===== config.mk =====
export PLATFORM = sky130hd
export DESIGN_NAME = wb_slave_bridge
export DESIGN_NICKNAME = d
export VERILOG_FILES = /design/src/rtl/wb_slave_bridge_pkg.sv /design/src/rtl/wb_tmo_cnt.sv /design/src/rtl/wb_slave_bridge.sv
export SDC_FILE = /design/constraint.sdc
export NUM_CORES = 1
export LEC_CHECK = 0
export ABC_CLOCK_PERIOD_IN_PS = 6500
export BUFFER_PORTS_ARGS = -buffer_cell sky130_fd_sc_hd__buf_4
export CORE_AREA = 2 2 95 97
export DETAILED_ROUTE_END_ITERATION = 16
export DIE_AREA = 0 0 97 99
export PLACE_DENSITY = 0.83
export SYNTH_ARGS = -nofsm -noshare
export SYNTH_HDL_FRONTEND = slang
export SYNTH_SLANG_ARGS = --single-unit

===== constraint.sdc =====
create_clock -name clk -period 6.5 [get_ports clk]
set_clock_uncertainty 0.2 [all_clocks]
set_input_delay 1.625 -clock clk [delete_from_list [all_inputs] [get_ports clk]]
set_output_delay 1.625 -clock clk [all_outputs]
set_load 0.02 [all_outputs]

===== src/rtl/wb_slave_bridge_pkg.sv =====
// Shared definitions for the Wishbone slave bridge: FSM encoding, timeout defaults and
// the timeout counter sizing helper.
package wb_slave_bridge_pkg;

    typedef enum logic [1:0] {
        StIdle   = 2'd0,
        StIssue  = 2'd1,
        StRdWait = 2'd2,
        StAck    = 2'd3
    } bridge_state_e;

    localparam logic [31:0] TmoDataDefault = 32'hDEAD_BEEF;

    // A zero limit disables the timeout but still needs a one-bit counter to stay legal.
    function automatic int unsigned cnt_width(int unsigned limit);
        return (limit == 0) ? 1 : $clog2(limit + 1);
    endfunction

endpackage


===== src/rtl/wb_tmo_cnt.sv =====
// Saturating read-wait timer; expired marks the enabled cycle in which the count reaches
// the limit.
module wb_tmo_cnt
    import wb_slave_bridge_pkg::*;
#(
    parameter int unsigned TIMEOUT = 255
) (
    input  logic clk,
    input  logic rst,
    input  logic clear,
    input  logic enable,
    output logic expired
);

    localparam int unsigned     CntW  = cnt_width(TIMEOUT);
    localparam logic [CntW-1:0] Limit = CntW'(TIMEOUT);

    logic [CntW-1:0] cnt_q, cnt_d;

    always_comb begin
        cnt_d = cnt_q;
        if (clear) begin
            cnt_d = '0;
        end else if (enable && (cnt_q != Limit)) begin
            cnt_d = cnt_q + 1'b1;
        end
    end

    always_ff @(posedge clk) begin
        if (rst) begin
            cnt_q <= '0;
        end else begin
            cnt_q <= cnt_d;
        end
    end

    assign expired = (TIMEOUT != 0) && enable && !clear && (cnt_d == Limit);

endmodule


===== src/rtl/wb_slave_bridge.sv =====
// Wishbone classic slave that forwards one access at a time as a valid/ready command and
// returns read data from a separate read-return channel, with a read-wait timeout.
module wb_slave_bridge
    import wb_slave_bridge_pkg::*;
#(
    parameter logic [31:0] BASE_ADDR = 32'h3000_0000,
    parameter logic [31:0] BASE_MASK = 32'hF000_0000,
    parameter int unsigned ADR_W     = 28,
    parameter int unsigned TIMEOUT   = 255,
    parameter logic [31:0] TMO_DATA  = TmoDataDefault
) (
    input  logic             clk,
    input  logic             rst,
    input  logic             wbs_cyc_i,
    input  logic             wbs_stb_i,
    input  logic             wbs_we_i,
    input  logic [3:0]       wbs_sel_i,
    input  logic [31:0]      wbs_dat_i,
    input  logic [31:0]      wbs_adr_i,
    output logic             wbs_ack_o,
    output logic [31:0]      wbs_dat_o,
    output logic             cmd_val,
    input  logic             cmd_rdy,
    output logic [ADR_W-1:0] cmd_adr,
    output logic             cmd_we,
    output logic [3:0]       cmd_sel,
    output logic [31:0]      cmd_dat,
    input  logic             rd_ack,
    input  logic [31:0]      rd_dat,
    output logic             busy,
    output logic             tmo
);

    bridge_state_e    state_q, state_d;
    logic [ADR_W-1:0] adr_q, adr_d;
    logic             we_q, we_d;
    logic [3:0]       sel_q, sel_d;
    logic [31:0]      dat_q, dat_d;
    logic [31:0]      rdata_q, rdata_d;
    logic             tmo_q, tmo_d;
    logic             abort_q, abort_d;
    logic             tmr_clear, tmr_enable, tmr_expired;
    logic             addr_hit;

    assign addr_hit = ((wbs_adr_i & BASE_MASK) == BASE_ADDR);

    wb_tmo_cnt #(
        .TIMEOUT (TIMEOUT)
    ) u_tmo_cnt (
        .clk     (clk),
        .rst     (rst),
        .clear   (tmr_clear),
        .enable  (tmr_enable),
        .expired (tmr_expired)
    );

    always_comb begin
        state_d    = state_q;
        adr_d      = adr_q;
        we_d       = we_q;
        sel_d      = sel_q;
        dat_d      = dat_q;
        rdata_d    = rdata_q;
        tmo_d      = 1'b0;
        abort_d    = abort_q;
        tmr_clear  = 1'b0;
        tmr_enable = 1'b0;

        // A master that lets go of the cycle forfeits its ack; the command side still drains.
        if ((state_q != StIdle) && !wbs_cyc_i) begin
            abort_d = 1'b1;
        end

        unique case (state_q)
            StIdle: begin
                if (wbs_cyc_i && wbs_stb_i && addr_hit) begin
                    adr_d   = wbs_adr_i[ADR_W-1:0];
                    we_d    = wbs_we_i;
                    sel_d   = wbs_sel_i;
                    dat_d   = wbs_dat_i;
                    abort_d = 1'b0;
                    state_d = StIssue;
                end
            end
            StIssue: begin
                if (cmd_rdy) begin
                    if (we_q) begin
                        state_d = StAck;
                    end else begin
                        tmr_clear = 1'b1;
                        state_d   = StRdWait;
                    end
                end
            end
            StRdWait: begin
                tmr_enable = !rd_ack;
                if (rd_ack) begin
                    rdata_d = rd_dat;
                    state_d = StAck;
                end else if (tmr_expired) begin
                    rdata_d = TMO_DATA;
                    tmo_d   = 1'b1;
                    state_d = StAck;
                end
            end
            StAck: begin
                state_d = StIdle;
            end
            default: begin
                state_d = StIdle;
            end
        endcase
    end

    always_ff @(posedge clk) begin
        if (rst) begin
            state_q <= StIdle;
            adr_q   <= '0;
            we_q    <= 1'b0;
            sel_q   <= '0;
            dat_q   <= '0;
            rdata_q <= '0;
            tmo_q   <= 1'b0;
            abort_q <= 1'b0;
        end else begin
            state_q <= state_d;
            adr_q   <= adr_d;
            we_q    <= we_d;
            sel_q   <= sel_d;
            dat_q   <= dat_d;
            rdata_q <= rdata_d;
            tmo_q   <= tmo_d;
            abort_q <= abort_d;
        end
    end

    assign wbs_ack_o = (state_q == StAck) && wbs_cyc_i && !abort_q;
    assign wbs_dat_o = rdata_q;
    assign cmd_val   = (state_q == StIssue);
    assign cmd_adr   = adr_q;
    assign cmd_we    = we_q;
    assign cmd_sel   = sel_q;
    assign cmd_dat   = dat_q;
    assign busy      = (state_q != StIdle);
    assign tmo       = tmo_q;

endmodule

==> results of run 1 <==
routing by layer:
layer / vias to the layer above / GRT usage, %
met1: 1874 / 27.49
li1: 2048 / -
met4: 0 / 8.234
met3: 24 / 5.532
met2: 156 / 39.58
met5: - / 0
cell type report:
cell class,count,area (um^2)
fill,690,2633
sequential,109,2182
clock inverter,7,97.59
clock buffer,9,123.9
tap,108,135.1
multi-input combinational,364,1792
timing repair buffer,208,1562
inverter,7,26.28
metrics by stage:
step,instance area [um^2],utilization (%),power [W]
after floorplan,4110,-,0.0008108
after global routing,5918,69.21,0.001403
after detailed placement,5697,66.62,0.0009130
final,5918,69.21,0.001344
after CTS,5918,69.21,0.001356
after global placement,5697,66.62,0.0009067
final timing paths:
| kind | startpoint | to | slack, ps |
|---|---|---|---|
| setup / recovery | wbs_cyc_i | wbs_ack_o | 2620 |
| hold / removal | cmd_adr[4]$_SDFFE_PP0P_ | cmd_adr[4]$_SDFFE_PP0P_ | 260 |
| setup reg to reg | state_q[0]$_SDFFE_PP0P_ | wbs_dat_o[26]$_SDFFE_PP0P_ | 3440 |
| hold reg to reg | cmd_adr[4]$_SDFFE_PP0P_ | cmd_adr[4]$_SDFFE_PP0P_ | 260 |
cell families after synthesis:
logic type,Yosys count
DFF,109
and+or+nand+nor,230
buffers and inverters,37
muxes,1
AOI/OAI and AO/OA,125
adders and majority gates,5
xor gates and xnor gates,3
critical path, delay by kind of cell:
| family | cells | cell delay (ps) |
|---|---|---|
| buffers and inverters | 2 | 270 |
| AND/OR/NAND/NOR | 1 | 160 |
sequential cells by signal, summed over array words and instances, names as in the netlist:
signal	flops
cmd_sel	4
state_q	2
cmd_we	1
cmd_dat	32
wbs_dat_o	32
abort_q	1
u_tmo_cnt.cnt_q	8
cmd_adr	28
tmo	1
power by group through the flow:
stage / Clock (W) / Sequential (W) / Combinational, W
floorplan: 0 / 0.000728 / 0.0000831
global placement: 0 / 0.000713 / 0.000194
detailed placement: 0 / 0.000714 / 0.000199
CTS: 0.000457 / 0.000698 / 0.000200
global route: 0.000487 / 0.000701 / 0.000215
finish: 0.000446 / 0.000698 / 0.000199
placed cells by master (no fill, tap or decap), types with 5 or more instances in the layout:
| master | Yosys | routed |
|---|---|---|
| clkbuf_8 | 0 | 9 |
| nand3_1 | 5 | 5 |
| inv_1 | 7 | 7 |
| a21oi_1 | 80 | 80 |
| dfxtp_1 | 109 | 109 |
| nor2_1 | 59 | 58 |
| nand2_1 | 146 | 145 |
| buf_4 | 2 | 208 |
| o21ai_0 | 10 | 10 |
| o21a_1 | 25 | 25 |
| ha_1 | 5 | 5 |
==> flow_metrics.py, run 1 <==
metrics = {
    "power": {
        "powerDensity_nw_per_um2": 227.0,
        "switching_share_pct": 25.67,
        "pwr-share-seq_pct": 52.0,
        "p_int_w": 0.0009987,
        "p_leak_nw": 2.539,
        "p_switching_w": 0.0003449,
        "ir_worst_vdd_mv": 0.1470,
        "pwr-share-clk_pct": 33.2,
        "combPwrFrac_pct": 14.8,
    },
    "grt": {
        "grt_max_degree": 104,
        "grt_pass1_vias": 3829,
        "overflow": 0,
        "antenna_found_initial": 0,
        "grt_usage_pct": 22.75,
        "grt_pass1_wl_um": 18190,
    },
    "worst_setup_path": {
        "crit_top_cell": "buf_4",
        "worstPathArrival_ps": 2060,
        "critPathKind": "primary input to output pin",
        "worstSetupStartpointType": "primary input",
        "required_ps": 4680,
        "cpPeakStageDelay_ps": 160,
        "crit_chain": "buf_4 -> and3_1 -> buf_4",
        "crit_slowest_cell": "and3_1",
        "critPathMaxFanout": 3,
        "end_kind": "output pin",
        "r2r_cells": 9,
    },
    "synth": {
        "synth_nets": 622,
        "netlist_area_um2": 4110,
        "ys_ff_latch": 109,
        "netlist.area_leader.share_pct": 53.09,
        "ys_async_sr_fraction_pct": 0,
        "synth_simple_gate_area_share_pct": 22.86,
        "synth_warnings": 0,
        "postSynthCellCount": 510,
        "yosys.area_share.xor_xnor_pct": 0.6393,
        "syn_area_per_cell_um2": 8.059,
        "synth_edf_count": 0,
        "yosys_most_used_dff": "dfxtp_1",
        "synth-seq-area-share_pct": 53.09,
        "yosysMostFrequentCell": "nand2_1",
        "synth_top_family_by_area": "simple AND/OR/NAND/NOR gates",
        "yosysTopAreaCell": "dfxtp_1",
        "ys_top_cells_by_count": "nand2_1, dfxtp_1, a21oi_1",
        "yosysUniqueCellTypes": 36,
        "synthAdderAreaFrac_pct": 1.522,
        "ys_top_cells_by_area": "dfxtp_1, nand2_1, a21oi_1",
        "synth_compound_area_share_pct": 18.08,
        "synth_mux_area_share_pct": 0.2435,
    },
    "sta": {
        "tns_ps": 0,
        "slew_headroom_pct": 20.55,
        "fin_ws_ps": 2616,
        "worstMarginPinSlew_ps": 1188,
        "hold_violations": 0,
        "fmax_ghz": 0.2575,
        "setup_viol": 0,
        "drv_slew": 0,
        "finalCritPeriodShare_pct": 59.75,
        "holdWs_ps": 258.8,
        "rsz0062_at_grt": "no",
        "period_needed_ps": 3884,
    },
    "floorplanning": {
        "dieWidth_um": 97,
        "pin_count": 208,
        "die_height_um": 99,
        "initial_utilization_pct": 48.07,
        "die_area_um2": 9603,
        "num_rows": 34,
        "coreArea_um2": 8551,
    },
    "clock_network": {
        "cts_resized": 0,
        "cts_tree": "done",
        "cts_made_buffers": 9,
        "clk_pin_slew_ps": 90,
        "cts.path.max_buffers": 2,
        "root_buffer": "clkbuf_8",
        "worstSkewPairLatency_ps": 360,
        "htree_levels": 3,
        "cts_setup_buffers": 0,
        "cts.sinks": 109,
        "hold_buffers": 0,
    },
    "routing": {
        "wl_met3_um": 757,
        "route.detailed.drc": 0,
        "routed_wl_um": 11320,
        "top_layer": "met4",
        "dr.pass1.iters": 4,
        "drt-met1-wl_um": 4636,
        "ant_nets": 0,
        "vias": 4102,
        "viasPerCell": 5.052,
        "drt_iter0_drc": 176,
        "wl_met2_um": 5682,
        "wire_per_inst_um": 13.94,
    },
    "run_status": {
        "status": "finished, final reports clean",
    },
    "placement": {
        "port_buffers": 207,
        "pre_cts_ws_ps": 2368,
        "dp_hpwl_um": 8246,
        "routabilityCongestion": 0.8530,
        "dp_cells": 796,
    },
    "cells_and_area": {
        "area_growth_pct": 43.99,
        "antenna_cells": 0,
        "nNetsFinal": 811,
        "drive_above_1_share_pct": 32.95,
        "final_cells": 812,
    },
    "min_path": {
        "hold_depth": 2,
        "hold_path.class": "register to register",
    },
    "run": {
        "drv_cap": 0,
    },
}
No activity file was read; power rests on OpenSTA's default activity.
==> run 2: changes to the inputs <==
- ABC_CLOCK_PERIOD_IN_PS: 6500 -> 3770
- CORE_AREA: 2 2 95 97 -> 2 2 99 101
- DIE_AREA: 0 0 97 99 -> 0 0 101 103
- PLACE_DENSITY: 0.83 -> 0.77
- clock period: 6.5 -> 3.77 ns (I/O delays scaled with it)
==> flow_metrics.py, run 2 (synthesis results as in run 1) <==
metrics = {
    "run_status": {
        "status": "finished, final reports clean",
    },
    "floorplanning": {
        "coreArea_um2": 9459,
        "initial_utilization_pct": 43.45,
        "die_height_um": 103,
        "dieWidth_um": 101,
        "die_area_um2": 10400,
        "pin_count": 208,
        "num_rows": 36,
    },
    "worst_setup_path": {
        "r2r_cells": 10,
        "r2r-end": "wbs_dat_o[6]$_SDFFE_PP0P_",
        "worstSetupStartpointType": "primary input",
        "required_ps": 3870,
        "timing.rr.start": "state_q[0]$_SDFFE_PP0P_",
        "critPathKind": "primary input to register",
        "worstPathArrival_ps": 3050,
        "rrSetupSlack_ps": 850,
        "critPathMaxFanout": 24,
        "end_kind": "register",
    },
    "clock_network": {
        "root_buffer": "clkbuf_8",
        "hold_buffers": 0,
        "cts_tree": "done",
        "cts_made_buffers": 9,
        "worstSkewPairLatency_ps": 360,
        "cts_resized": 0,
        "clk_pin_slew_ps": 90,
        "cts_setup_buffers": 0,
        "htree_levels": 3,
        "cts.path.max_buffers": 2,
        "cts.sinks": 109,
    },
    "routing": {
        "vias": 4052,
        "route.detailed.drc": 0,
        "routed_wl_um": 11020,
        "ant_nets": 0,
        "drt_iter0_drc": 127,
        "viasPerCell": 4.941,
        "dr.pass1.iters": 5,
        "wire_per_inst_um": 13.44,
    },
    "grt": {
        "grt_max_degree": 77,
        "antenna_found_initial": 0,
        "grt_pass1_wl_um": 16750,
        "grt_pass1_vias": 3693,
        "grt_usage_pct": 19.95,
        "overflow": 0,
    },
    "sta": {
        "finalCritPeriodShare_pct": 78.28,
        "hold_violations": 0,
        "drv_slew": 0,
        "holdWs_ps": 260.3,
        "slew_headroom_pct": 48.95,
        "period_needed_ps": 2951,
        "fin_ws_ps": 818.9,
        "tns_ps": 0,
        "fmax_ghz": 0.3389,
        "rsz0062_at_grt": "no",
        "setup_viol": 0,
        "worstMarginPinSlew_ps": 763.9,
    },
    "placement": {
        "placed_area_um2": 5727,
        "dp_hpwl_um": 8053,
        "routabilityCongestion": 0.8707,
        "pre_cts_ws_ps": 452.5,
        "port_buffers": 207,
    },
    "cells_and_area": {
        "final_cell_mix": "buf_4, nand2_1, dfxtp_1",
        "fin_area_um2": 5901,
        "mostFrequentLayoutCell": "buf_4",
        "nNetsFinal": 814,
        "antenna_cells": 0,
        "drive_above_1_share_pct": 33.00,
        "area_growth_pct": 43.56,
    },
    "power": {
        "p_leak_nw": 2.537,
        "ir_worst_vdd_mv": 0.2395,
        "powerDensity_nw_per_um2": 371.5,
    },
    "min_path": {
        "min-delay-start": "cmd_dat[12]$_SDFFE_PP0P_",
        "hold_depth": 2,
        "min_to": "cmd_dat[12]$_SDFFE_PP0P_",
        "hold_path.class": "register to register",
    },
    "run": {
        "drv_cap": 0,
    },
}
run 2: cell types whose count changed in the layout (fill, tap and decap cells not counted):
cell        previous run  this run
clkinv_4               1         3
clkinv_2               1         0
buf_4                208       211
bufinv_16              2         0
clkinvlp_4             2         0
clkbuf_1               0         1
inv_8                  0         1
run 2: critical path: stages:
cell       delay [ps]
buf_4             130
and2b_2           270
o21ai_2           100
or3b_1            400
a2111oi_4         460
a21oi_2           200
nor2_4            110
buf_4             270
o21a_1            150
run 2: how the worst max path moves through the flow:
stage | from | endpoint | slack (ps)
after CTS | rd_ack | wbs_dat_o[6]$_SDFFE_PP0P_ | 830
final | rd_ack | wbs_dat_o[6]$_SDFFE_PP0P_ | 820
after detailed placement | rd_ack | wbs_dat_o[6]$_SDFFE_PP0P_ | 450
after global placement | rd_ack | wbs_dat_o[27]$_SDFFE_PP0P_ | 530
after global routing | state_q[0]$_SDFFE_PP0P_ | wbs_dat_o[25]$_SDFFE_PP0P_ | 670
after floorplan | rd_ack | state_q[1]$_SDFFE_PP0P_ | 830
run 2: metal layers:
layer	global-route usage, %	wire (um)	vias up
met3	5.085	820	14
met2	33.74	5429	150
met1	24.87	4599	1834
met4	6.965	175	0
li1	-	-	2054
met5	0	0	-
run 2: metrics by stage:
stage / total power, W / util, % / cells
after global placement: 0.001566 / 60.54 / 805
final: 0.002192 / 62.38 / 820
after floorplan: 0.001398 / - / 510
after detailed placement: 0.001575 / 60.54 / 805
after global routing: 0.002289 / 62.38 / 820
after CTS: 0.002216 / 62.38 / 820
run 2: where the power goes:
group	switching [W]	internal [W]	total [W]
clock network	0.000396	0.000248	0.000644
logic	0.000180	0.000163	0.000343
registers	0.0000217	0.00118	0.00120
total	0.000598	0.00159	0.00219
run 2: final cells by class:
class | count | area (um^2)
clock buffers | 10 | 127.6
clock inverters | 5 | 46.29
fillers | 826 | 3558
inverters | 7 | 26.28
multi-input cells | 364 | 1792
flip-flops and latches | 109 | 2182
well taps | 114 | 142.6
repair buffers | 211 | 1584
